### config.mk
export PLATFORM = sky130hd
export DESIGN_NAME = mdu_hilo
export DESIGN_NICKNAME = d
export VERILOG_FILES = /design/src/rtl/mdu_hilo.sv
export SDC_FILE = /design/constraint.sdc
export NUM_CORES = 1
export LEC_CHECK = 0
export CAP_MARGIN = 25
export CORE_MARGIN = 2
export CORE_UTILIZATION = 45
export DETAILED_ROUTE_END_ITERATION = 16
export PLACE_DENSITY_LB_ADDON = 0.3
export RECOVER_POWER = 50
export SYNTH_ARGS = -nofsm -noshare
export SYNTH_HDL_FRONTEND = slang
export SYNTH_SLANG_ARGS = --single-unit
### constraint.sdc
create_clock -name clk -period 8.9 [get_ports clk]
set_input_delay 2.67 -clock clk [delete_from_list [all_inputs] [get_ports clk]]
set_output_delay 2.67 -clock clk [all_outputs]
set_load 0.02 [all_outputs]
### src/rtl/mdu_hilo.sv
// mdu_hilo: iterative MULT/MULTU/DIV/DIVU unit with architectural HI/LO registers
module mdu_hilo #(
  parameter int WIDTH = 32,
  parameter int CNT_W = 6
) (
  input  logic             clk,
  input  logic             SYS_reset,
  input  logic             MDU_start,
  input  logic [1:0]       MDU_op,
  input  logic [WIDTH-1:0] MDU_rs_in,
  input  logic [WIDTH-1:0] MDU_rt_in,
  input  logic             MDU_mthi,
  input  logic             MDU_mtlo,
  output logic [WIDTH-1:0] MDU_hi,
  output logic [WIDTH-1:0] MDU_lo,
  output logic             MDU_busy,
  output logic             MDU_done
);
  typedef enum logic [2:0] {IDLE, MUL, DIV, FIX, DONE} state_t;
  state_t state, state_n;
  logic [CNT_W-1:0] cnt;
  logic [WIDTH-1:0] a;
  logic [2*WIDTH-1:0] prod;
  logic sign_q, sign_r, is_div;
  logic signed_op;
  logic [WIDTH-1:0] abs_rs, abs_rt;
  logic [WIDTH:0] mul_sum, rem_x, diff;
  logic [2*WIDTH-1:0] prod_fix;
  logic [WIDTH-1:0] quot_fix, rem_fix;
  always_comb begin
    signed_op = ~MDU_op[0];
    abs_rs    = (signed_op && MDU_rs_in[WIDTH-1]) ? -MDU_rs_in : MDU_rs_in;
    abs_rt    = (signed_op && MDU_rt_in[WIDTH-1]) ? -MDU_rt_in : MDU_rt_in;
    mul_sum   = {1'b0, prod[2*WIDTH-1:WIDTH]} + (prod[0] ? {1'b0, a} : '0);
    // {rem, quot} shifted left by one: the new remainder candidate is 33 bits
    rem_x     = prod[2*WIDTH-1:WIDTH-1];
    diff      = rem_x - {1'b0, a};
    prod_fix  = sign_q ? -prod : prod;
    quot_fix  = sign_q ? -prod[WIDTH-1:0] : prod[WIDTH-1:0];
    rem_fix   = sign_r ? -prod[2*WIDTH-1:WIDTH] : prod[2*WIDTH-1:WIDTH];
    MDU_busy  = (state == MUL) || (state == DIV) || (state == FIX);
    MDU_done  = (state == DONE);
  end
  always_comb begin
    state_n = state;
    case (state)
      IDLE:    state_n = MDU_start ? (MDU_op[1] ? DIV : MUL) : IDLE;
      MUL:     state_n = (cnt == CNT_W'(1)) ? FIX : MUL;
      DIV:     state_n = (cnt == CNT_W'(1)) ? FIX : DIV;
      FIX:     state_n = DONE;
      default: state_n = IDLE;
    endcase
  end
  always_ff @(posedge clk or posedge SYS_reset) begin
    if (SYS_reset) begin
      state  <= IDLE;
      MDU_hi <= '0;
      MDU_lo <= '0;
      cnt    <= '0;
      a      <= '0;
      prod   <= '0;
      sign_q <= 1'b0;
      sign_r <= 1'b0;
      is_div <= 1'b0;
    end else begin
      state <= state_n;
      case (state)
        IDLE: begin
          if (MDU_mthi) MDU_hi <= MDU_rs_in;
          if (MDU_mtlo) MDU_lo <= MDU_rs_in;
          if (MDU_start) begin
            a      <= abs_rt;
            prod   <= {{WIDTH{1'b0}}, abs_rs};
            cnt    <= CNT_W'(WIDTH);
            sign_q <= signed_op & (MDU_rs_in[WIDTH-1] ^ MDU_rt_in[WIDTH-1]);
            sign_r <= signed_op & MDU_rs_in[WIDTH-1];
            is_div <= MDU_op[1];
          end
        end
        MUL: begin
          prod <= {mul_sum, prod[WIDTH-1:1]};
          cnt  <= cnt - 1'b1;
        end
        DIV: begin
          prod <= diff[WIDTH] ? {rem_x[WIDTH-1:0], prod[WIDTH-2:0], 1'b0}
                              : {diff[WIDTH-1:0], prod[WIDTH-2:0], 1'b1};
          cnt  <= cnt - 1'b1;
        end
        FIX: begin
          MDU_hi <= is_div ? rem_fix : prod_fix[2*WIDTH-1:WIDTH];
          MDU_lo <= is_div ? quot_fix : prod_fix[WIDTH-1:0];
        end
        default: ;
      endcase
    end
  end
endmodule
==> results.cfg, run 1 <==
[run_status]
status = finished, violations left
violations = max-capacitance violations, max-slew violations

[clock_network]
cts_setup_buffers = 0
cts_hold_buffers = 0
cts_buffers = 17
clk_path_buf_depth = 2
cts_sinks = 172
insertion_delay_ns = 0.43
htree_levels = 4
cts_root_buffer = clkbuf_16
cts-resized-gates = 0
cts_tree = done
path_clk_slew_ns = 0.07

[timing]
skew_ns = 0.0152
grt_setup_unrepaired = no
setup_ws_ns = 2.77
fmax_mhz = 163
hold_viol = 0
slew_headroom_pct = -190
tns_ns = 0
period_minus_slack_ns = 6.13
drv_slew = 129
finalCritPeriodShare_pct = 68.9
finalSetupViolCount = 0
tightestPinTransition_ns = 4.33

[floorplan]
die-width_um = 179
die_h_um = 179
die_area_sq_mm = 0.0322
rows = 64
io_pins = 137
core_sq_mm = 0.0304
start_util_pct = 45.5

[synth]
synth_fa_ha_area_share_pct = 6.61
synth_compound_area_share_pct = 28.1
synth_top_family_by_area = compound AO/OA/AOI/OAI gates
synth_seq_area_share_pct = 31.1
ys.flop_type = dfrtp_1
synth_most_common_cell = o21ai_0
avgSynthCellArea_sq_um = 8.15
synth_area_leaders = dfrtp_1 31%, o21ai_0 6.9%, ha_1 6.3%, xnor2_1 5.6%, a22oi_1 5.3%
synth_edf_count = 0
postSynth.asyncResetShare_pct = 100
synth.largest_area_cell = dfrtp_1
yosysTopAreaCellShare_pct = 31.1
synth-simple-area-share_pct = 16.7
synth-seq-cells = 172
synthXorXnorAreaFrac_pct = 10.6
synth_area_sq_mm = 0.0138
ys_top_cells_by_count = 192 x o21ai_0, 172 x dfrtp_1, 153 x nor2_1, 136 x nand2_1, 116 x a21oi_1
synth_nets = 1843
synth_cell_types = 81
synthMuxAreaShare_pct = 1.96
yosys_warnings = 0
netlist_instances = 1700

[layout]
drive_gt1_share_pct = 4.60
final_core_util_pct = 52.8
fillers = 2878
syn_to_final_growth_pct = 16.0
n_antenna_cell = 0
num-nets-final = 1913
final_area_sq_mm = 0.0161

[routing]
vias = 13300
viasPerCell = 6.13
drt_first_pass_iters = 8
drt_iter0_markers = 1211
detail-route-antenna-nets = 0
wl_per_cell_um = 19.1
wirelength_mm = 41.7
drcViolationCount = 0

[place]
place_congestion = 0.937
post-dp-hpwl_mm = 30.6
pre_cts_ws_ns = 2.89
placed_area_sq_mm = 0.0155
portBuffers = 136

[global_route]
antenna_found_initial = 0
grt.overflow.total = 0
grt_first_pass_wirelength_mm = 66.6
grt_pass1_vias = 12400
grt.total_usage_pct = 25.3
grt_max_degree = 97

[setup_path]
cp.required_ns = 9.48
critPathLaunchType = input port
critical_path_arrival_ns = 6.71
end_kind = asynchronous set/reset pin
critPathKind = input port to asynchronous set/reset pin
cp_max_fo = 96

[power]
power.total_mw = 6.90
p_leak_nw = 6.76
peakVddDrop_mv = 0.184
powerDensity_mw_per_mm2 = 430

[job]
max-cap-violations = 2

[hold_path]
hold_path_class = flip-flop to flip-flop
==> cell type report <==
| cell class | instances | area (sq um) | share of cell area (%) |
|---|---|---|---|
| tap | 396 | 495 | 3.09 |
| clock inverter | 14 | 151 | 0.943 |
| inverter | 70 | 264 | 1.64 |
| timing repair buffer | 156 | 1540 | 9.58 |
| multi-input combinational | 1353 | 8880 | 55.3 |
| sequential | 172 | 4300 | 26.8 |
| clock buffer | 17 | 425 | 2.65 |
==> metrics by stage <==
step,instances,hold WS (ns)
after global placement,2143,0.461
after detailed placement,2146,0.473
after CTS,2177,0.483
final,2178,0.483
after global routing,2178,0.508
after floorplan,1700,0.441
==> layout by cell type, fill, tap and decap left out, types with 69 or more instances in the layout <==
cell             synthesis  final
clkdlybuf4s50_1          0     97
a21oi_1                116    116
nor2_1                 153    151
xor2_1                  80     80
dfrtp_1                172    172
nand2_1                136    135
xnor2_1                 88     88
o21ai_0                192    195
ha_1                    70     70
a22oi_1                 98     98
inv_1                   70     69
==> logic make-up (layout without fill, tap and decap cells) <==
family | Yosys count | count (layout)
and+or+nand+nor | 476 | 476
xor gates and xnor gates | 168 | 168
buffers and inverters | 175 | 257
muxes | 27 | 27
DFF | 172 | 172
adders and majority gates | 72 | 72
AOI/OAI and AO/OA | 610 | 610
==> state kept, by name, summed over array words and instances, names as in the netlist <==
| register | count |
|---|---|
| cnt | 6 |
| is_div | 1 |
| prod | 64 |
| MDU_hi | 32 |
| a | 32 |
| sign_r | 1 |
| sign_q | 1 |
| MDU_lo | 32 |
| state | 3 |
==> worst max-delay path: stages <==
cell and delay (ns):
dlygate4sd3_1 0.55, clkinvlp_2 2.42, clkbuf_1 0.61, buf_16 0.38
==> metal layers <==
metal | up-vias | share of wire, % | global-route usage, %
li1 | 6354 | - | -
met1 | 6391 | 45 | 35.0
met2 | 527 | 46 | 41.5
met3 | 75 | 6.3 | 3.42
met4 | 0 | 2.3 | 7.28
met5 | - | 0 | 0
==> where the power goes <==
group	internal [mW]	leakage [nW]	switching, mW
registers	1.17	2.12	0.480
logic	1.85	4.37	2.66
clock network	0.374	0.279	0.371
total	3.39	6.76	3.51
==> path summary, 6_finish.rpt <==
path / depth (start not counted) / slack, ns / endpoint / startpoint
max reg2reg: 12 / 4.48 / prod[44] / prod[32]
max: 4 / 2.77 / cnt[1] / SYS_reset
min: 1 / 0.48 / cnt[5] / cnt[5]
max in group clk: 10 / 3.28 / prod[30] / MDU_rs_in[7]
min in group asynchronous: 2 / 4.01 / MDU_lo[4] / SYS_reset
min reg2reg: 1 / 0.48 / cnt[5] / cnt[5]
No activity file was read; power rests on OpenSTA's default activity.
==> inputs of run 2 (changes only) <==
==> constraint.sdc (replaced) <==
create_clock -name clk -period 5.1 [get_ports clk]
set_input_delay 1.53 -clock clk [delete_from_list [all_inputs] [get_ports clk]]
set_output_delay 1.53 -clock clk [all_outputs]
set_load 0.02 [all_outputs]
==> results.cfg, run 2 (synthesized netlist as in run 1, its figures left out) <==
[layout]
layout_common_cells = 192 x o21ai_0, 172 x dfrtp_1, 151 x nor2_1
largest_reg_flops = 64
syn_to_final_growth_pct = 16.3
max_flop_register = prod
num-nets-final = 1918
drive_gt1_share_pct = 4.87
layout_commonest_cell = o21ai_0
seqCellArea_sq_mm = 0.00430
fillers = 2886
n_antenna_cell = 0
multi_input_area_sq_mm = 0.00888
final_area_sq_mm = 0.0161

[routing]
drcViolationCount = 0
viasPerCell = 6.11
wl_per_cell_um = 19.2
vias = 13300
drt_iter0_markers = 1202
wirelength_mm = 42.0
drt_first_pass_iters = 6
detail-route-antenna-nets = 0

[place]
post-dp-hpwl_mm = 30.8
placed_area_sq_mm = 0.0155
portBuffers = 136
place_congestion = 0.966

[power]
intPower_mw = 6.02
powerDensity_mw_per_mm2 = 756
pwr-share-clk_pct = 10.7
peakVddDrop_mv = 0.408
switching_share_pct = 50.6
seq_power_share_pct = 23.7
comb_power_share_pct = 65.5
switchingPower_mw = 6.16
p_leak_nw = 6.75

[hold_path]
hold_path_class = flip-flop to flip-flop

[clock_network]
cts_sinks = 172
htree_levels = 4
cts_hold_buffers = 0
cts_tree = done
cts_setup_buffers = 0
cts_buffers = 17
path_clk_slew_ns = 0.07
cts-resized-gates = 0
clk_path_buf_depth = 2
cts_root_buffer = clkbuf_16
insertion_delay_ns = 0.45

[setup_path]
cp_common_cell = nand2_1
end_kind = flip-flop
critical_path_arrival_ns = 4.54
critPathLaunchType = input port
cp_num_buf_inv = 2
crit_chain = dlygate4sd3_1, nand2_2, nand2_1, clkbuf_1, nand2_1, nor4b_1, o32ai_1
cp.required_ns = 5.40
cp_max_fo = 38
critPathKind = input port to flip-flop
critPathMaxStageDelay_ns = 1.47
critPathSlowestCell = clkbuf_1
worst_path_dominant_cell_family = buffers and inverters

[global_route]
grt_first_pass_wirelength_mm = 66.9
antenna_found_initial = 0
grt.overflow.total = 0
grt_pass1_vias = 12700
grt.total_usage_pct = 25.3
grt_max_degree = 117

[floorplan]
die_area_sq_mm = 0.0322
core_sq_mm = 0.0304
die_h_um = 179
io_pins = 137
die-width_um = 179
rows = 64
start_util_pct = 45.5

[timing]
tns_ns = 0
grt_setup_unrepaired = no
hold_viol = 0
skew_ns = 0.0149
finalCritPeriodShare_pct = 83.2
slew_headroom_pct = -37.0
tightestPinTransition_ns = 2.06
fmax_mhz = 236
period_minus_slack_ns = 4.24
drv_slew = 163
finalSetupViolCount = 0

[run_status]
violations = max-capacitance violations, max-slew violations
status = finished, violations left

[job]
max-cap-violations = 3
run 2: cell types whose count changed in the layout (fill, tap and decap cells not counted), moves of 3 or more:
cell / change
o21ai_0: -3
clkdlybuf4s50_1: +35
dlygate4sd3_1: -35
o21ai_1: +3
buf_4: +3
run 2: worst paths after layout:
check,start,endpoint,slack (ns),depth (start not counted)
max in group asynchronous,SYS_reset,a[24],2.10,3
hold reg to reg,cnt[5],cnt[5],0.48,1
min in group asynchronous,SYS_reset,MDU_lo[10],1.74,3
setup reg to reg,prod[0],prod[63],0.95,13
setup / recovery,MDU_start,prod[62],0.86,7
hold / removal,cnt[5],cnt[5],0.48,1
run 2: layer usage:
metal	track usage [%]	up-vias	wire length, um
met5	0	-	0
met4	7.54	0	892
met3	4.07	73	2650
met2	41.7	489	19600
met1	34.3	6431	18800
li1	-	6354	-
run 2: stage by stage:
step / hold WS, ns / std cells / util (%) / setup slack (ns) / power, mW
floorplan: 0.441 / 1700 / - / 1.26 / 8.40
global placement: 0.463 / 2149 / 50.9 / 0.559 / 10.6
detailed placement: 0.469 / 2151 / 51.0 / 0.487 / 10.7
CTS: 0.484 / 2183 / 52.9 / 0.952 / 12.1
global route: 0.505 / 2184 / 52.9 / 0.676 / 13.1
finish: 0.484 / 2184 / 52.9 / 0.856 / 12.2
run 2: power by group through the flow:
stage | clock (mW) | sequential (mW) | combinational, mW
2_1_floorplan | 0 | 2.82 | 5.57
3_3_place_gp | 0 | 2.86 | 7.69
3_5_place_dp | 0 | 2.88 | 7.86
4_1_cts | 1.31 | 2.86 | 7.90
5_1_grt | 1.37 | 2.99 | 8.76
6_report | 1.31 | 2.89 | 7.98
run 2: area by class of cell:
cell class | count | area share [%]
Clock buffer | 18 | 2.67
Inverter | 70 | 1.64
Multi-Input combinational cell | 1353 | 55.2
Clock inverter | 14 | 0.917
Timing Repair Buffer | 161 | 9.80
Tap cell | 396 | 3.08
Sequential cell | 172 | 26.7
==> inputs of run 3 (changes only) <==
==> constraint.sdc (replaced) <==
create_clock -name clk -period 4 [get_ports clk]
set_input_delay 1.2 -clock clk [delete_from_list [all_inputs] [get_ports clk]]
set_output_delay 1.2 -clock clk [all_outputs]
set_load 0.02 [all_outputs]
==> results.cfg, run 3 (synthesized netlist as in run 1, its figures left out) <==
[clock_network]
clk_path_buf_depth = 2
insertion_delay_ns = 0.44
path_clk_slew_ns = 0.07
cts_hold_buffers = 0
htree_levels = 4
cts_root_buffer = clkbuf_16
cts_buffers = 17
cts_sinks = 172
cts_tree = done

[global_route]
grt_most_used_layer = met2
grt_first_pass_wirelength_mm = 69.0
grt_pass1_vias = 13100
grtUsageMet1_pct = 35.8
grt.total_usage_pct = 26.1
grt_use_met2_pct = 42.6
grt.overflow.total = 0
antenna_found_initial = 0
use_met3_pct = 3.89
grt_max_degree = 106

[layout]
layout_common_cells = 192 x o21ai_0, 172 x dfrtp_1, 151 x nor2_1
instances_no_fill = 2244
final_area_sq_mm = 0.0165
drive_gt1_share_pct = 7.95
max_flop_register = prod
syn_to_final_growth_pct = 19.4
final_core_util_pct = 54.4
layout_commonest_cell = o21ai_0
n_antenna_cell = 0
largest_reg_flops = 64
num-nets-final = 1978

[floorplan]
die_h_um = 179
start_util_pct = 45.5
core_sq_mm = 0.0304
die-width_um = 179
rows = 64
io_pins = 137
die_area_sq_mm = 0.0322

[timing]
fmax_mhz = 260
setup_ws_ns = 0.158
finalSetupViolCount = 0
hold_viol = 0
drv_slew = 275
period_minus_slack_ns = 3.84
tightestPinTransition_ns = 1.68
finalCritPeriodShare_pct = 96.1
skew_ns = 0.0183
timing.hold.ws_ns = 0.482
tns_ns = 0
slew_headroom_pct = -11.8
grt_setup_unrepaired = no

[place]
pre_cts_ws_ns = -0.0248
post-dp-hpwl_mm = 31.8
placed_area_sq_mm = 0.0160
dp.cells = 2212
place_congestion = 0.896
portBuffers = 136

[power]
p_leak_nw = 7.03
peakVddDrop_mv = 0.405
powerDensity_mw_per_mm2 = 947
power.total_mw = 15.7

[setup_path]
critPathKind = flip-flop to flip-flop
cp.required_ns = 4.24
startpoint = a[0]
r2r-start = a[0]
end_kind = flip-flop
critPathLaunchType = flip-flop
r2r_cells = 12
cp_max_fo = 9
critical_path_arrival_ns = 4.09

[run_status]
violations = max-capacitance violations, max-slew violations
status = finished, violations left

[routing]
wl_per_cell_um = 18.9
viasPerCell = 6.06
drt_iter0_markers = 1293
drt_first_pass_iters = 5
wirelength_mm = 42.4
drcViolationCount = 0
vias = 13600
detail-route-antenna-nets = 0

[hold_path]
hold_start = a[18]
hold_path_class = flip-flop to flip-flop
min_path_cells = 2

[job]
max-cap-violations = 3
run 3: final timing paths:
path,slack [ns],endpoint
max,0.16,prod[62]
min,0.48,a[18]
max reg2reg,0.16,prod[62]
min reg2reg,0.48,a[18]
max in group asynchronous,1.13,a[23]
min in group asynchronous,1.79,MDU_lo[4]
run 3: final cells by class:
class                   instances  area (sq um)
clock buffers                  18           429
inverters                      70           264
repair buffers                221          2010
fillers                      2838         13900
flip-flops and latches        172          4300
multi-input cells            1353          8890
well taps                     396           495
clock inverters                14           146
run 3: worst max-delay path, stage by stage, from the launching register on:
cell and delay (ns):
dfrtp_1 0.46, ha_1 0.27, fa_1 0.41, nor2b_1 0.19, o31a_1 0.19, o21ai_1 0.14
a211o_1 0.33, a211o_1 0.38, a211o_1 0.36, nand3_1 0.16, buf_4 0.22, nor4b_1 0.39
o32ai_1 0.16
run 3: per-layer routing:
| layer | part of all wire, % | vias to the layer above |
|---|---|---|
| met5 | 0 | - |
| met4 | 2.7 | 0 |
| met3 | 6.1 | 83 |
| met2 | 46 | 535 |
| met1 | 45 | 6499 |
| li1 | - | 6474 |
run 3: what timing repair did:
item / CTS / global route
setup buffers: 0 / 0
resized for setup: 0 / 1
setup endpoints to repair: 0 / 1
run 3: report_power, final:
part	switching [mW]	total (mW)	internal, mW
sequential	1.01	3.62	2.61
clock	0.825	1.66	0.833
combinational	6.02	10.4	4.36
total	7.86	15.7	7.80
==> variant, RTL diff (config.mk and constraints of run 1) <==
Register the inputs `MDU_start`, `MDU_op`, `MDU_rs_in`, `MDU_rt_in`, `MDU_mthi` and `MDU_mtlo` before use. The logic sees them one clock later.
--- a/src/rtl/mdu_hilo.sv
+++ b/src/rtl/mdu_hilo.sv
@@ -19,2 +19,19 @@
   typedef enum logic [2:0] {IDLE, MUL, DIV, FIX, DONE} state_t;
+
+  logic MDU_start_q;
+  logic [1:0] MDU_op_q;
+  logic [WIDTH-1:0] MDU_rs_q;
+  logic [WIDTH-1:0] MDU_rt_q;
+  logic MDU_mthi_q;
+  logic MDU_mtlo_q;
+
+  always_ff @(posedge clk) begin
+    MDU_start_q <= MDU_start;
+    MDU_op_q    <= MDU_op;
+    MDU_rs_q    <= MDU_rs_in;
+    MDU_rt_q    <= MDU_rt_in;
+    MDU_mthi_q  <= MDU_mthi;
+    MDU_mtlo_q  <= MDU_mtlo;
+  end
+
   state_t state, state_n;
@@ -30,5 +47,5 @@
   always_comb begin
-    signed_op = ~MDU_op[0];
-    abs_rs    = (signed_op && MDU_rs_in[WIDTH-1]) ? -MDU_rs_in : MDU_rs_in;
-    abs_rt    = (signed_op && MDU_rt_in[WIDTH-1]) ? -MDU_rt_in : MDU_rt_in;
+    signed_op = ~MDU_op_q[0];
+    abs_rs    = (signed_op && MDU_rs_q[WIDTH-1]) ? -MDU_rs_q : MDU_rs_q;
+    abs_rt    = (signed_op && MDU_rt_q[WIDTH-1]) ? -MDU_rt_q : MDU_rt_q;
     mul_sum   = {1'b0, prod[2*WIDTH-1:WIDTH]} + (prod[0] ? {1'b0, a} : '0);
@@ -46,3 +63,3 @@
     case (state)
-      IDLE:    state_n = MDU_start ? (MDU_op[1] ? DIV : MUL) : IDLE;
+      IDLE:    state_n = MDU_start_q ? (MDU_op_q[1] ? DIV : MUL) : IDLE;
       MUL:     state_n = (cnt == CNT_W'(1)) ? FIX : MUL;
@@ -68,5 +85,5 @@
         IDLE: begin
-          if (MDU_mthi) MDU_hi <= MDU_rs_in;
-          if (MDU_mtlo) MDU_lo <= MDU_rs_in;
-          if (MDU_start) begin
+          if (MDU_mthi_q) MDU_hi <= MDU_rs_q;
+          if (MDU_mtlo_q) MDU_lo <= MDU_rs_q;
+          if (MDU_start_q) begin
             a      <= abs_rt;
@@ -74,5 +91,5 @@
             cnt    <= CNT_W'(WIDTH);
-            sign_q <= signed_op & (MDU_rs_in[WIDTH-1] ^ MDU_rt_in[WIDTH-1]);
-            sign_r <= signed_op & MDU_rs_in[WIDTH-1];
-            is_div <= MDU_op[1];
+            sign_q <= signed_op & (MDU_rs_q[WIDTH-1] ^ MDU_rt_q[WIDTH-1]);
+            sign_r <= signed_op & MDU_rs_q[WIDTH-1];
+            is_div <= MDU_op_q[1];
           end
Formal check against the unedited RTL: not equivalent (a bounded check fails within 4 cycles, from zero or initial values and one cycle with SYS_reset high).
==> variant against run 1 <==
The run still ends with capacitance limit, slew limit left. Power rose by 9.0%. Sequential cell count rose by 69. Clock skew increased by 0.0030 ns. Design area increased by 9.9%. Combinational power decreased by 2%. Maximum frequency is 12% higher. Global-route usage is 0.80 points higher. Sequential power rose by 21%. Worst setup slack better by 0.68 ns. First-iteration DRC count rose by 16%. Via count up 3.5%. Synthesized area up 9.2%. Wire length rose by 13%. Largest cell class unchanged.
==> variant: results (changes against run 1) <==
metric;value;unit;change
Biggest register;prod;;
CP max stage delay;1.29;ns;-1.13 ns
vias in the first global route;13120;;+5.4%
DR vias;13810;;+3.5%
Post-synth top cells;o21ai_0, dfrtp_1, nor2_1, nand2_1, a21oi_1;;
Pleak;7.327;nW;+8.3%
Least-Margin Pin Slew;3.204;ns;-1.128 ns
# H-tree levels;1;;-3
async set or reset register ratio after synthesis;0.7137;;-0.2863
sequential area share after synthesis;0.3758;;+0.06501
Clock Skews;0.01819;ns;+0.002956 ns
port buffer count;136;;unchanged
Crit-path slowest cell;clkbuf_1;;
IR drop worst, VDD;0.2174;mV;+18%
R2R Setup Slk;4.40;ns;-0.08 ns
DP Wirelength;34860;µm;+14%
Netlist cell types;84;;+3.7%
Arrival @ worst endpoint;6.14;ns;-0.57 ns
max-cap viol count;7;;+5
Clock Latency Late Sink;0.54;ns;+0.11 ns
delay-heaviest family, CP;buffers and inverters;;
Final ANT Viol Nets;0;;unchanged
outcome;finished with violations;;
CTS Buf Count;27;;+10
post-CTS setup buffer count;0;;unchanged
drt wl/cell;20.69;µm;+8.1%
CTS max path bufs;3;;+1
Final nets;1956;;+2.2%
failing checks;capacitance limit, slew limit;;
share of layout cells above drive strength 1;0.04474;;-0.001280
post-CTS sizing;0;;unchanged
Hold Crit Class;reg2reg;;
GRT Util Overall;0.2614;;+0.008023
worst-path fanout max;54;;-44%
Mapped Nets;1875;;+1.7%
clock-pin slew on the worst setup and hold paths;0.06;ns;
max-slew violation count;313;;+140%
synth warn;0;;unchanged
max reg flops;64;;unchanged
initial antenna violation count;0;;unchanged
dominant cells by area after synthesis;dfrtp_1, dfxtp_1, o21ai_0;;
ANT cells;0;;unchanged
drt first-iter violations;1400;;+16%
GPL Wtd Cong;0.9589;;+2.4%
Root Buffer;clkbuf_16;;
pin count of the biggest net entering global routing;84;;-13%
first-pass GRT wire length;73820;µm;+11%
-- variant: metal layers --
metal,share of wire,GRT usage,vias to the layer above
met5,0,0,-
li1,-,-,6460
met2,0.46,0.4265,581
met3,0.070,0.03415,91
met1,0.43,0.3571,6682
met4,0.035,0.09158,0
-- variant: worst paths after layout --
check,depth (start not counted),start,to
setup reg to reg,12,prod[0],MDU_hi[30]
min in group asynchronous,2,SYS_reset,MDU_lo[30]
setup / recovery,4,SYS_reset,MDU_hi[17]
hold reg to reg,2,a[13],a[13]
hold / removal,2,a[13],a[13]
max in group clk,3,state[0],MDU_done
-- variant: per-stage QoR --
step / std cells / area (µm²) / hold slack [ns] / setup WS (ns)
after floorplan: 1732 / 15130 / 0.4228 / 1.570
after global placement: 2228 / 16780 / 0.4638 / 4.361
after detailed placement: 2229 / 16810 / 0.4722 / 4.319
after CTS: 2278 / 17690 / 0.4850 / 4.166
after global routing: 2281 / 17650 / 0.5118 / 3.016
final: 2281 / 17650 / 0.4758 / 3.447
-- variant: where the power goes --
group / switching [mW] / internal [mW]
Clock: 0.456 / 0.642
Combinational: 2.65 / 1.78
Sequential: 0.510 / 1.49
-- variant: layout make-up --
| type | count | area, µm² |
|---|---|---|
| clock buffers | 42 | 832.0 |
| well taps | 448 | 560.5 |
| fillers | 3106 | 15630 |
| repair buffers | 158 | 1533 |
| inverters | 66 | 249.0 |
| clock inverters | 7 | 48.80 |
| flip-flops and latches | 241 | 5685 |
| multi-input cells | 1319 | 8746 |
-- variant: logic make-up (layout without fill, tap and decap cells) --
| logic type | count (synthesis) | after routing | share of synthesized area |
|---|---|---|---|
| buffers and inverters | 172 | 273 | 0.04400 |
| adders and majority gates | 72 | 72 | 0.06055 |
| muxes | 30 | 30 | 0.02002 |
| and+or+nand+nor | 449 | 449 | 0.1457 |
| DFF | 241 | 241 | 0.3758 |
| AOI/OAI and AO/OA | 589 | 589 | 0.2486 |
| xor gates and xnor gates | 179 | 179 | 0.1054 |
-- variant: worst register-to-register path: cells and delay by family (launching register included) --
| family | cells | cell delay, ns |
|---|---|---|
| multiplexers | 1 | 0.20 |
| AND/OR/NAND/NOR | 4 | 1.07 |
| buffers and inverters | 3 | 1.38 |
| adder cells (fa/ha/maj) | 1 | 0.34 |
| AO/OA/AOI/OAI | 3 | 0.88 |
| flip-flops | 1 | 0.46 |
